## src/rtl/alu_pkg.sv

```systemverilog
// Shared ALU definitions: datapath widths, sequencer state encoding and the
// condition-code flag bundle used by the multi-cycle ALU operations.
package alu_pkg;

    localparam int DATA_W  = 64;
    localparam int CHUNK_W = 8;
    localparam int NCHUNK  = DATA_W / CHUNK_W;

    typedef enum logic [1:0] {
        IDLE = 2'd0,
        RUN  = 2'd1,
        DONE = 2'd2
    } alu_seq_state_t;

    typedef struct packed {
        logic z;
        logic c;
        logic o;
    } alu_flags_t;

endpackage

```

## src/rtl/add64_seq_add_chunk.sv

```systemverilog
// W-bit ripple-carry adder built from full-adder cells; the sequential adder
// reuses one instance for every slice of the operands.
module add_chunk #(
    parameter int W = 8
) (
    input  logic [W-1:0] a_i,
    input  logic [W-1:0] b_i,
    input  logic         cin_i,
    output logic [W-1:0] sum_o,
    output logic         cout_o
);

    logic [W:0] c;

    assign c[0] = cin_i;

    for (genvar i = 0; i < W; i++) begin : g_fa
        assign sum_o[i] = a_i[i] ^ b_i[i] ^ c[i];
        assign c[i+1]   = (a_i[i] & b_i[i]) | (c[i] & (a_i[i] ^ b_i[i]));
    end

    assign cout_o = c[W];

endmodule

```

## src/rtl/add64_seq.sv

```systemverilog
// Multi-cycle adder: one CHUNK_W slice per clock with a registered ripple carry.
// Define ADD64_SEQ_SUB_EN to add the 'sub' port (in1 - in2 via inverted addend).
module add64_seq #(
    parameter int DATA_W  = 64,
    parameter int CHUNK_W = 8
) (
    input  logic              clk,
    input  logic              rst_n,
    input  logic              in_valid,
    output logic              in_ready,
    input  logic [DATA_W-1:0] in1,
    input  logic [DATA_W-1:0] in2,
`ifdef ADD64_SEQ_SUB_EN
    input  logic              sub,
`endif
    output logic              out_valid,
    input  logic              out_ready,
    output logic [DATA_W-1:0] out,
    output logic              z_add_flag,
    output logic              c_add_flag,
    output logic              o_add_flag,
    output logic              busy
);

    import alu_pkg::*;

    localparam int NCHUNK = DATA_W / CHUNK_W;
    localparam int CNT_W  = (NCHUNK > 1) ? $clog2(NCHUNK) : 1;
    localparam int MSB    = DATA_W - 1;
    localparam logic [CNT_W-1:0] LAST = CNT_W'(NCHUNK - 1);

    alu_seq_state_t    state_q, state_d;
    logic [DATA_W-1:0] a_q, a_d, b_q, b_d, sum_q, sum_d;
    logic [CNT_W-1:0]  cnt_q, cnt_d;
    logic              carry_q, carry_d;
    logic              sub_q, sub_d, sub_in;
    alu_flags_t        flags_q, flags_d;
    logic [CHUNK_W-1:0] ch_a, ch_b, ch_sum;
    logic              ch_cout;

`ifdef ADD64_SEQ_SUB_EN
    assign sub_in = sub;
`else
    assign sub_in = 1'b0;
`endif

    assign ch_a = a_q[int'(cnt_q) * CHUNK_W +: CHUNK_W];
    assign ch_b = b_q[int'(cnt_q) * CHUNK_W +: CHUNK_W];

    add_chunk #(.W(CHUNK_W)) u_chunk (
        .a_i    (ch_a),
        .b_i    (ch_b),
        .cin_i  (carry_q),
        .sum_o  (ch_sum),
        .cout_o (ch_cout)
    );

    always_comb begin
        state_d = state_q;
        a_d     = a_q;
        b_d     = b_q;
        sum_d   = sum_q;
        cnt_d   = cnt_q;
        carry_d = carry_q;
        sub_d   = sub_q;
        flags_d = flags_q;
        case (state_q)
            IDLE: begin
                if (in_valid) begin
                    // Subtraction is in1 + ~in2 + 1: invert at latch, seed carry.
                    a_d     = in1;
                    b_d     = sub_in ? ~in2 : in2;
                    sub_d   = sub_in;
                    cnt_d   = '0;
                    carry_d = sub_in;
                    state_d = RUN;
                end
            end
            RUN: begin
                sum_d[int'(cnt_q) * CHUNK_W +: CHUNK_W] = ch_sum;
                carry_d = ch_cout;
                cnt_d   = cnt_q + 1'b1;
                if (cnt_q == LAST) begin
                    cnt_d     = '0;
                    flags_d.z = (sum_d == '0);
                    flags_d.c = ch_cout ^ sub_q;
                    // b_q is already inverted for sub, so one rule covers both.
                    flags_d.o = (a_q[MSB] == b_q[MSB]) && (sum_d[MSB] != a_q[MSB]);
                    state_d   = DONE;
                end
            end
            DONE: begin
                if (out_ready) begin
                    state_d = IDLE;
                end
            end
            default: state_d = IDLE;
        endcase
    end

    always_ff @(posedge clk or negedge rst_n) begin
        if (!rst_n) begin
            state_q <= IDLE;
            a_q     <= '0;
            b_q     <= '0;
            sum_q   <= '0;
            cnt_q   <= '0;
            carry_q <= 1'b0;
            sub_q   <= 1'b0;
            flags_q <= '0;
        end else begin
            state_q <= state_d;
            a_q     <= a_d;
            b_q     <= b_d;
            sum_q   <= sum_d;
            cnt_q   <= cnt_d;
            carry_q <= carry_d;
            sub_q   <= sub_d;
            flags_q <= flags_d;
        end
    end

    assign in_ready   = (state_q == IDLE);
    assign out_valid  = (state_q == DONE);
    assign busy       = (state_q != IDLE);
    assign out        = sum_q;
    assign z_add_flag = flags_q.z;
    assign c_add_flag = flags_q.c;
    assign o_add_flag = flags_q.o;

endmodule

```

## config.mk

```make
export PLATFORM = sky130hd
export DESIGN_NAME = add64_seq
export DESIGN_NICKNAME = d
export VERILOG_FILES = /design/src/rtl/alu_pkg.sv /design/src/rtl/add64_seq_add_chunk.sv /design/src/rtl/add64_seq.sv
export SDC_FILE = /design/constraint.sdc
export NUM_CORES = 1
export LEC_CHECK = 0
export CAP_MARGIN = 20
export CORE_UTILIZATION = 43
export DETAILED_ROUTE_END_ITERATION = 7
export GPL_ROUTABILITY_DRIVEN = 1
export GPL_TIMING_DRIVEN = 0
export PLACE_DENSITY_LB_ADDON = 0.15
export SETUP_SLACK_MARGIN = 0.05
export SLEW_MARGIN = 30
export SYNTH_ARGS = -nofsm -noshare
export SYNTH_HDL_FRONTEND = slang
export SYNTH_HIERARCHICAL = 1
export SYNTH_SLANG_ARGS = --single-unit
```

## constraint.sdc

```tcl
create_clock -name clk -period 8.18 [get_ports clk]
set_clock_uncertainty 0.15 [all_clocks]
set_input_delay 2.454 -clock clk [delete_from_list [all_inputs] [get_ports clk]]
set_output_delay 2.454 -clock clk [all_outputs]
set_load 0.02 [all_outputs]
```

Word level (Yosys, flattened, before mapping). Cells that the tools add are included.

Bitwise operators: 40. Muxes and demuxes: 10. $add $sub $neg: 2. Shift operators: 4. Reductions and logical operators: 9. Eq/ne operators: 8.

Operator list (count): $shiftx 64x7->8 (2); $bwmux 64 (1); $logic_not 64->1 (1); $shift 8x33->64 const A (1); $shiftx 8x33->64 (1); $neg 6->33 (1); $and 1x1->1 (16); $xor 1x1->1 (16); $or 1x1->1 (8); $mux 2 (3); $mux 3 (2); $pmux 2 s3 (1); $pmux 3 s2 (1); $reduce_and 2->1 (3); $ne 2x2->1 const B (2); $reduce_bool 2->1 (2); $add 3x1->3 const B (1); $eq 3x3->1 const B (1); $reduce_and 3->1 (1); $eq 2x1->1 const B (1); $eq 2x2->1 const B (1); $logic_not 2->1 (1); $ne 2x1->1 const B (1); $pmux 1 s2 (1); 4 further kinds (4).

Logic and storage cells: 82. Register bits: 201. Input bits: 132.

Depth between registers and ports, before layout. Gate-level depths: netlist (run 1).

Depth after elaboration: 21. Depth in mapped cells: 23. Depth with buffers taken out: 20.

Cells and area by module. The synthesis (run 1) kept the hierarchy.

Modules (own cells, without submodules): add64_seq (instances 1, cells an instance 972, seq. area each 5029.8 um2, area each 9276.4 um2); add_chunk (instances 1, cells an instance 18, seq. area each 0.0 um2, area each 197.7 um2).

Worst setup path after synthesis (run 1). No wires, ideal clock.

Path kind: register -> register. Start: register cnt_q[0]. End: register flags_q, in the netlist z_add_flag. Cell stages (with the launch flop): 22. Slack: 2.424 ns. Data required time: 7.935 ns. Arrival: 5.511 ns. Library setup time: 0.095 ns. Period minus slack after synthesis: 5.756 ns. Path through: dfrtp_1 -> buf_4 -> buf_4 -> buf_2 -> mux4_2 -> nand2_1 -> nand2_1 -> fa_1 -> inv_1 -> fa_1 -> inv_1 -> fa_1 -> fa_1 -> fa_1 -> fa_1 -> fa_1 -> buf_6 -> or4_1 -> a22o_1 -> a22oi_2 -> nand4_1 -> o31ai_1.

RTL lines: start: declaration (line add64_seq.sv:34) `logic [CNT_W-1:0] cnt_q, cnt_d;`; start signal: assignment (line add64_seq.sv:116) `cnt_q <= cnt_d;`; $shiftx 64x7->8 (*) (line add64_seq.sv:47) `assign ch_a = a_q[int'(cnt_q) * CHUNK_W +: CHUNK_W];`; named net ch_a[0] (line add64_seq.sv:38) `logic [CHUNK_W-1:0] ch_a, ch_b, ch_sum;`; $xor 1x1->1 (line add64_seq_add_chunk.sv:19) `assign c[i+1] = (a_i[i] & b_i[i]) | (c[i] & (a_i[i] ^ b_i[i]));`; $and 1x1->1 (line add64_seq_add_chunk.sv:19); $or 1x1->1 (*) (line add64_seq_add_chunk.sv:19); $and 1x1->1 (*) (line add64_seq_add_chunk.sv:19); $or 1x1->1 (*) (line add64_seq_add_chunk.sv:19); $and 1x1->1 (*) (line add64_seq_add_chunk.sv:19); [4 not listed]; $or 1x1->1 (*) (line add64_seq_add_chunk.sv:19); $and 1x1->1 (*) (line add64_seq_add_chunk.sv:19); $or 1x1->1 (*) (line add64_seq_add_chunk.sv:19); $xor 1x1->1 (*) (line add64_seq_add_chunk.sv:18) `assign sum_o[i] = a_i[i] ^ b_i[i] ^ c[i];`; named net ch_sum[6] (line add64_seq.sv:38); $shiftx 8x33->64 (*) (line add64_seq.sv:80) `sum_d[int'(cnt_q) * CHUNK_W +: CHUNK_W] = ch_sum;`; $bwmux 64 (*) (line add64_seq.sv:80); $logic_not 64->1 (*) (line add64_seq.sv:85) `flags_d.z = (sum_d == '0);`; end signal: assignment (line add64_seq.sv:119) `flags_q <= flags_d;`; end: declaration (line add64_seq.sv:37) `alu_flags_t flags_q, flags_d;`.

Mark *: on every way through the listed nets, which the timed path passes. The rest lies on a longest branch. A chain may end at the register's enable or synchronous reset.

Worst setup path after layout (run 1).
Start: register cnt_q[0]. End: register flags_q, in the netlist o_add_flag.

Word-level cells in the longest chain between the ends: 21.

RTL lines: $shiftx 64x7->8 (*) (line add64_seq.sv:47); named net ch_a[0] (line add64_seq.sv:38); $xor 1x1->1 (line add64_seq_add_chunk.sv:19); $and 1x1->1 (line add64_seq_add_chunk.sv:19); $or 1x1->1 (*) (line add64_seq_add_chunk.sv:19); $and 1x1->1 (*) (line add64_seq_add_chunk.sv:19); $or 1x1->1 (*) (line add64_seq_add_chunk.sv:19); $and 1x1->1 (*) (line add64_seq_add_chunk.sv:19); [7 not listed]; $and 1x1->1 (*) (line add64_seq_add_chunk.sv:19); $or 1x1->1 (*) (line add64_seq_add_chunk.sv:19); $xor 1x1->1 (*) (line add64_seq_add_chunk.sv:18); named net ch_sum[7] (line add64_seq.sv:38); $shiftx 8x33->64 (*) (line add64_seq.sv:80); $bwmux 64 (*) (line add64_seq.sv:80); $ne 1x1->1 (*) (line add64_seq.sv:88) `flags_d.o = (a_q[MSB] == b_q[MSB]) && (sum_d[MSB] != a_q[MSB]);`; $logic_and 1x1->1 (*) (line add64_seq.sv:88).

Marks and branches as above.

==> results of run 1 <==
routing by layer:
metal  track usage [%]  vias to the layer above
met5                 0                        -
met4              6.97                        0
met3              2.82                       53
met2              41.5                      240
met1              31.1                     3683
li1                  -                     3718
cell usage in the layout (no fill, tap or decap), drive strengths merged, types with 3 or more instances in the layout:
cell	netlist	final
buf	24	27
clkbuf	31	62
or4	4	4
o31ai	18	18
mux4	32	32
dfrtp	201	201
nor2	13	13
o21ai	32	32
and2	10	10
nand4	5	5
nand2b	6	6
ha	5	5
a21oi	5	5
mux2	26	26
nor4	10	10
nand3	4	4
inv	18	18
clkinv	1	6
nor3	7	7
clkdlybuf4s50	0	200
fa	8	8
nand4b	3	3
mux2i	6	6
nand2	494	494
final timing paths:
kind | from | end | slack, ns | cells past startpoint
setup / recovery | cnt_q[0] | o_add_flag | 1.72 | 22
setup reg to reg | cnt_q[0] | o_add_flag | 1.72 | 22
min in group asynchronous | rst_n | out[44] | 1.72 | 1
hold / removal | b_q[48] | b_q[48] | 0.32 | 2
hold reg to reg | b_q[48] | b_q[48] | 0.32 | 2
max in group asynchronous | rst_n | b_q[61] | 5.37 | 2
layout make-up:
class                      count  area [µm²]
tap                          275         344
clock inverter                 6        55.1
fill                        1899        8720
sequential                   201        5030
inverter                      19        71.3
buffer                        55         254
timing repair buffer         203        2070
multi-input combinational    715        4120
clock buffer                  31         626
flip-flops by register name (all words and copies together) (netlist names):
signal	cells
b_q	64
o_add_flag	1
c_add_flag	1
state_q	2
carry_q	1
a_q	64
z_add_flag	1
out	64
cnt_q	3
where the power goes:
group	leakage (µW)	total, µW	switching [µW]	internal [µW]
Combinational	0.00306	3170	1900	1270
Sequential	0.00257	1700	267	1430
Clock	0.000339	953	392	561
Total	0.00596	5820	2560	3260
stage by stage:
step / cells / TNS [ns] / hold slack, ns / power (µW)
global placement: 1466 / -808.52 / 0.303 / 4810
detailed placement: 1468 / 0 / 0.310 / 4870
global route: 1505 / 0 / 0.335 / 6200
finish: 1505 / 0 / 0.316 / 5820
floorplan: 990 / 0 / 0.290 / 3680
CTS: 1505 / 0 / 0.322 / 5840
cells by family (layout without fill, tap and decap cells):
kind of cell    Yosys count  count (layout)
simple gates            569             569
compound gates           69              69
buf+inv                  74             314
flops                   201             201
fa+ha+maj                13              13
mux                      64              64
worst max-delay path, delay by kind of cell (launching register included):
kind,cells,cell delay (ns)
buffers and inverters,7,1.33
AO/OA/AOI/OAI,1,0.20
AND/OR/NAND/NOR,4,0.70
flip-flops,1,0.36
adder cells (fa/ha/maj),8,2.94
multiplexers,2,0.68
==> results.py, run 1 <==
metrics = {
    "outcome": {
        "run_status": "finished clean",
    },
    "clock_tree": {
        "cts_inserted_buffers": 23,
        "postCtsSetupRepairBufs": 0,
        "h-tree-depth": 1,
        "number_of_gates_given_a_new_drive_strength_after_cts": 0,
        "cts.root.buffer_cell": "sky130_fd_sc_hd__clkbuf_16",
        "clock_sinks": 201,
        "cts_tree": "yes",
        "clock_tree_buf_depth": 3,
        "cts.clk_slew.worst_paths_ns": 0.06,
        "clock_insertion_delay_worst_skew_ns": 0.50,
        "number_of_buffers_inserted_by_hold_repair_at_cts": 0,
    },
    "yosys": {
        "post_synth_xor_area_fraction_pct": 0,
        "asyncSetResetFlopFracSynth_pct": 100,
        "synth-edff-count": 0,
        "synth.area.mux_share_pct": 11.3,
        "synth.top_cell.area_share_pct": 53.1,
        "synth_compound_area_share_pct": 4.82,
        "post_synth_instance_area_mm2": 0.00947,
        "synth_top_family_by_area": "simple AND/OR/NAND/NOR gates",
        "synth_top_cells_by_area": "sky130_fd_sc_hd__dfrtp_1 (53%), sky130_fd_sc_hd__nand2_1 (20%), sky130_fd_sc_hd__mux4_2 (7.6%), sky130_fd_sc_hd__mux2_2 (3.1%), sky130_fd_sc_hd__fa_1 (1.7%)",
        "ys.flop_type": "sky130_fd_sc_hd__dfrtp_1",
        "netlist-cell-type-count": 52,
        "avgSynthCellArea_um2": 9.57,
        "synth_nets": 1135,
        "netlist.top_cell.by_area": "sky130_fd_sc_hd__dfrtp_1",
        "synth_seq_cells": 201,
        "synthSimpleGateAreaFrac_pct": 25.0,
        "yosys.cell_count.top_type": "sky130_fd_sc_hd__nand2_1",
        "synth_top_cells_by_count": "sky130_fd_sc_hd__nand2_1 (494), sky130_fd_sc_hd__dfrtp_1 (201), sky130_fd_sc_hd__mux4_2 (32), sky130_fd_sc_hd__o21ai_0 (32), sky130_fd_sc_hd__clkbuf_1 (31)",
        "yosys_warning_count": 6,
        "netlist_instances": 990,
        "synth.yosys.seq_area_share_pct": 53.1,
        "synth-adder-area-share_pct": 2.35,
    },
    "place": {
        "place.gp.congestion": 0.828,
        "place_hpwl_um": 19300,
        "placement_setup_slack_ns": 1.73,
        "place.port_buffers": 201,
        "detailed_place.area_mm2": 0.0119,
    },
    "critical_path": {
        "worst_path_largest_cell_delay_ns": 0.57,
        "crit_arrival_ns": 6.73,
        "timing.critical_path.cells": "buf_4 -> buf_4 -> buf_2 -> mux4_2 -> nand2_1 -> nand2_1 -> fa_1 -> inv_1 -> fa_1 -> inv_1 -> fa_1 -> fa_1 -> fa_1 -> fa_1 -> fa_1 -> inv_1 -> fa_1 -> inv_1 -> and2_1 -> mux2i_1 -> or3_1 -> a41oi_1",
        "worst_ep_required_time_ns": 8.45,
        "timing.critical_path.fanout_max": 10,
        "criticalPathCategory": "reg2reg",
        "worstSetupStartpointType": "flop",
        "crit_path_frequent_cell": "sky130_fd_sc_hd__fa_1",
        "timing.critical_path.to_type": "flop",
        "crit_path_top_delay_cell": "sky130_fd_sc_hd__mux4_2",
    },
    "timing": {
        "final.period_utilization_pct": 79.0,
        "period_needed_ns": 6.46,
        "timing.fmax_ghz": 0.155,
        "final-hold-violation-count": 0,
        "rsz_0062_raised_after_global_routing": "no",
        "worst_slack_ns": 1.72,
        "setup_viol": 0,
        "max-slew-margin-rel_pct": 45.1,
        "timing.final.max_slew_violations": 0,
        "worst_pin_slew_ns": 0.824,
    },
    "die": {
        "chipWidth_um": 150,
        "io_pins": 202,
        "initial_utilization_pct": 44.5,
        "die_h_um": 150,
        "rows": 53,
        "design.die.area_mm2": 0.0226,
        "coreArea_mm2": 0.0213,
    },
    "detailed_routing": {
        "dr.pass1.iters": 4,
        "wl_um": 26000,
        "post-route-drc-count": 0,
        "drt-met1-wl_um": 10900,
        "vias_per_cell": 5.11,
        "post_detailed_route_wirelength_per_cell_um": 17.3,
        "routed-via-count": 7694,
        "met2_wirelength_um": 13200,
        "antenna_nets_post_route": 0,
        "highest-signal-layer": "met4",
        "detailedRoute.firstIterationViolations": 337,
        "wl_met3_um": 1300,
    },
    "layout": {
        "final_net_count": 1363,
        "syn2layout_area_growth_pct": 32.7,
        "layout.cell_area.non_filler_mm2": 0.0126,
        "drive_above_1_share_pct": 10.4,
        "antenna_cells_inserted": 0,
        "post_route_core_utilization_pct": 59.1,
    },
    "power": {
        "vdd.ir_drop.worst_v": 0.000271,
        "power_density_mw_per_mm2": 463,
        "p_leak_uw": 0.00596,
    },
    "global_routing": {
        "maximum_number_of_pins_on_one_net_before_global_route_repair": 86,
        "grt_use_total_pct": 23.8,
        "grt_antenna_before_repair": 0,
        "grt_pass1_wl_um": 40900,
        "first_global_vias": 7730,
        "gr-total-overflow": 0,
    },
    "hold_path": {
        "worstHoldPathType": "reg2reg",
    },
    "job": {
        "max_cap_violation_count": 0,
    },
}
Power figures use the tool's default switching activity.
==> run 2, diff against run 1 <==
==> constraint.sdc (replaced) <==
create_clock -name clk -period 5.4 [get_ports clk]
set_clock_uncertainty 0.15 [all_clocks]
set_input_delay 1.62 -clock clk [delete_from_list [all_inputs] [get_ports clk]]
set_output_delay 1.62 -clock clk [all_outputs]
set_load 0.02 [all_outputs]
==> run 2 against run 1 <==
The flow now finishes with violations (negative setup slack). Core utilization increased by 1.7 points. Critical path depth decreased by 1. Flip-flop and latch count unchanged. Setup slack got worse by 1.8 ns. Via count increased by 1.1%. Combinational power increased by 67%. Die area unchanged. Non-clock buffer count increased by 13. Power increased by 63%. First-iteration DRC count increased by 6.8%. Critical path type unchanged. Critical endpoint is now z_add_flag. Largest cell class unchanged.
==> results.py, run 2 (synthesis gave the netlist of run 1 again) <==
metrics = {
    "outcome": {
        "run_status": "finished, violations left",
        "failed_checks": "negative setup slack",
    },
    "global_routing": {
        "maximum_number_of_pins_on_one_net_before_global_route_repair": 83,
        "first_global_vias": 7970,
        "gr-total-overflow": 0,
        "grt_use_total_pct": 24.3,
        "grt_antenna_before_repair": 0,
        "grt_pass1_wl_um": 41900,
    },
    "timing": {
        "worst_pin_slew_ns": 0.638,
        "max-slew-margin-rel_pct": 57.5,
        "worst_slack_ns": -0.0760,
        "setup_viol": 2,
        "period_needed_ns": 5.48,
        "timing.final.max_slew_violations": 0,
        "rsz_0062_raised_after_global_routing": "yes",
        "final-hold-violation-count": 0,
        "timing.fmax_ghz": 0.183,
        "final.period_utilization_pct": 101,
        "fin_tns_setup_ns": -0.124,
    },
    "hold_path": {
        "worstHoldPathType": "reg2reg",
        "timing.hold.worst_endpoint": "b_q[34]",
        "hold_depth": 2,
        "min-delay-start": "b_q[34]",
    },
    "critical_path": {
        "worst_r2r_path_depth": 21,
        "timing.critical_path.cells": "buf_2 -> clkbuf_8 -> mux4_2 -> nand2_2 -> nand2_2 -> fa_2 -> inv_2 -> fa_2 -> inv_2 -> fa_2 -> fa_2 -> fa_2 -> fa_2 -> fa_2 -> buf_6 -> buf_4 -> nor4_1 -> a21boi_0 -> mux2i_1 -> nand4_1 -> o31ai_1",
        "crit_arrival_ns": 5.74,
        "crit_path_frequent_cell": "sky130_fd_sc_hd__fa_2",
        "timing.critical_path.to_type": "flop",
        "timing.critical_path.fanout_max": 10,
        "timing.critical_path.max_delay_family": "adder cells",
        "worstSetupStartpointType": "flop",
        "r2r-end": "z_add_flag",
        "crit_path_top_delay_cell": "sky130_fd_sc_hd__fa_2",
        "criticalPathCategory": "reg2reg",
        "worst_ep_required_time_ns": 5.66,
        "regToRegSetupSlack_ns": -0.08,
        "path_buf_inv": 6,
        "worst_path_largest_cell_delay_ns": 0.43,
        "critical_path.reg2reg.startpoint": "cnt_q[1]",
    },
    "detailed_routing": {
        "antenna_nets_post_route": 0,
        "post_detailed_route_wirelength_per_cell_um": 17.6,
        "post-route-drc-count": 0,
        "dr.pass1.iters": 5,
        "routed-via-count": 7778,
        "vias_per_cell": 5.12,
        "wl_um": 26700,
        "detailedRoute.firstIterationViolations": 360,
    },
    "clock_tree": {
        "clock_tree_buf_depth": 3,
        "cts.root.buffer_cell": "sky130_fd_sc_hd__clkbuf_16",
        "clock_sinks": 201,
        "cts_tree": "yes",
        "clock_insertion_delay_worst_skew_ns": 0.52,
        "cts_inserted_buffers": 22,
        "h-tree-depth": 1,
        "number_of_buffers_inserted_by_hold_repair_at_cts": 0,
        "cts.clk_slew.worst_paths_ns": 0.06,
    },
    "die": {
        "die_h_um": 150,
        "io_pins": 202,
        "rows": 53,
        "design.die.area_mm2": 0.0226,
        "coreArea_mm2": 0.0213,
        "chipWidth_um": 150,
        "initial_utilization_pct": 44.5,
    },
    "layout": {
        "drive_above_1_share_pct": 13.8,
        "post_route_core_utilization_pct": 60.8,
        "final_net_count": 1375,
        "mostFrequentLayoutCell": "sky130_fd_sc_hd__nand2_1",
        "antenna_cells_inserted": 0,
        "most-common-layout-cells": "sky130_fd_sc_hd__nand2_1 (489), sky130_fd_sc_hd__dfrtp_1 (201), sky130_fd_sc_hd__clkdlybuf4s50_1 (200)",
        "syn2layout_area_growth_pct": 36.5,
    },
    "job": {
        "max_cap_violation_count": 0,
    },
    "place": {
        "place.port_buffers": 201,
        "place_hpwl_um": 19500,
        "placement_setup_slack_ns": -0.773,
        "place.gp.congestion": 0.863,
    },
    "power": {
        "power_density_mw_per_mm2": 735,
        "vdd.ir_drop.worst_v": 0.000405,
        "p_leak_uw": 0.00610,
    },
}
==> run 2: layer usage <==
metal | global-route usage [%] | part of all wire, % | vias to the layer above
met5 | 0 | 0 | -
met4 | 5.61 | 1.9 | 0
met3 | 3.48 | 5.1 | 36
met2 | 43.6 | 51 | 235
met1 | 30.9 | 42 | 3779
li1 | - | - | 3728
==> run 2: report_power, final <==
group / switching [µW] / internal (µW)
clock: 624 / 1010
sequential: 408 / 2170
combinational: 3030 / 2270
total: 4060 / 5440
==> run 2: worst max-delay path by stage <==
| stage | start | cells after the start | end |
|---|---|---|---|
| global route | cnt_q[0] | 22 | z_add_flag |
| finish | cnt_q[1] | 21 | z_add_flag |
| detailed placement | cnt_q[1] | 21 | o_add_flag |
| global placement | rst_n | 1 | b_q[35] |
| CTS | cnt_q[0] | 21 | z_add_flag |
| floorplan | cnt_q[0] | 21 | z_add_flag |
==> run 2: cell type report <==
class | count | area (µm²)
fill | 1842 | 8350
sequential | 201 | 5030
multi-input combinational | 715 | 4200
timing repair buffer | 217 | 2180
clock buffer | 29 | 627
tap | 275 | 344
buffer | 54 | 315
clock inverter | 9 | 168
inverter | 19 | 75.1
==> run 2: worst register-to-register path, stage by stage (launching register included) <==
cell	delay, ns
sky130_fd_sc_hd__dfrtp_1	0.36
sky130_fd_sc_hd__buf_2	0.28
sky130_fd_sc_hd__clkbuf_8	0.27
sky130_fd_sc_hd__mux4_2	0.34
sky130_fd_sc_hd__nand2_2	0.08
sky130_fd_sc_hd__nand2_2	0.06
sky130_fd_sc_hd__fa_2	0.38
sky130_fd_sc_hd__inv_2	0.07
sky130_fd_sc_hd__fa_2	0.19
sky130_fd_sc_hd__inv_2	0.04
sky130_fd_sc_hd__fa_2	0.34
sky130_fd_sc_hd__fa_2	0.37
sky130_fd_sc_hd__fa_2	0.36
sky130_fd_sc_hd__fa_2	0.36
sky130_fd_sc_hd__fa_2	0.43
sky130_fd_sc_hd__buf_6	0.13
sky130_fd_sc_hd__buf_4	0.15
sky130_fd_sc_hd__nor4_1	0.37
sky130_fd_sc_hd__a21boi_0	0.15
sky130_fd_sc_hd__mux2i_1	0.16
sky130_fd_sc_hd__nand4_1	0.09
sky130_fd_sc_hd__o31ai_1	0.25
==> run 2: what timing repair did <==
item | CTS | global route
cloned | 0 | 0
pin swaps | 2 | 1
setup endpoints to repair | 13 | 8
setup buffers | 10 | 4
resized for setup | 18 | 13
==> run 2: stage by stage <==
stage	hold WS, ns	cell area [µm²]	total power, µW	cells
after floorplan	0.290	9520	5660	990
after global placement	0.303	11900	7360	1466
after detailed placement	0.309	11900	7480	1468
after CTS	0.325	12800	9370	1515
after global routing	0.337	12900	10100	1519
final	0.321	12900	9510	1519
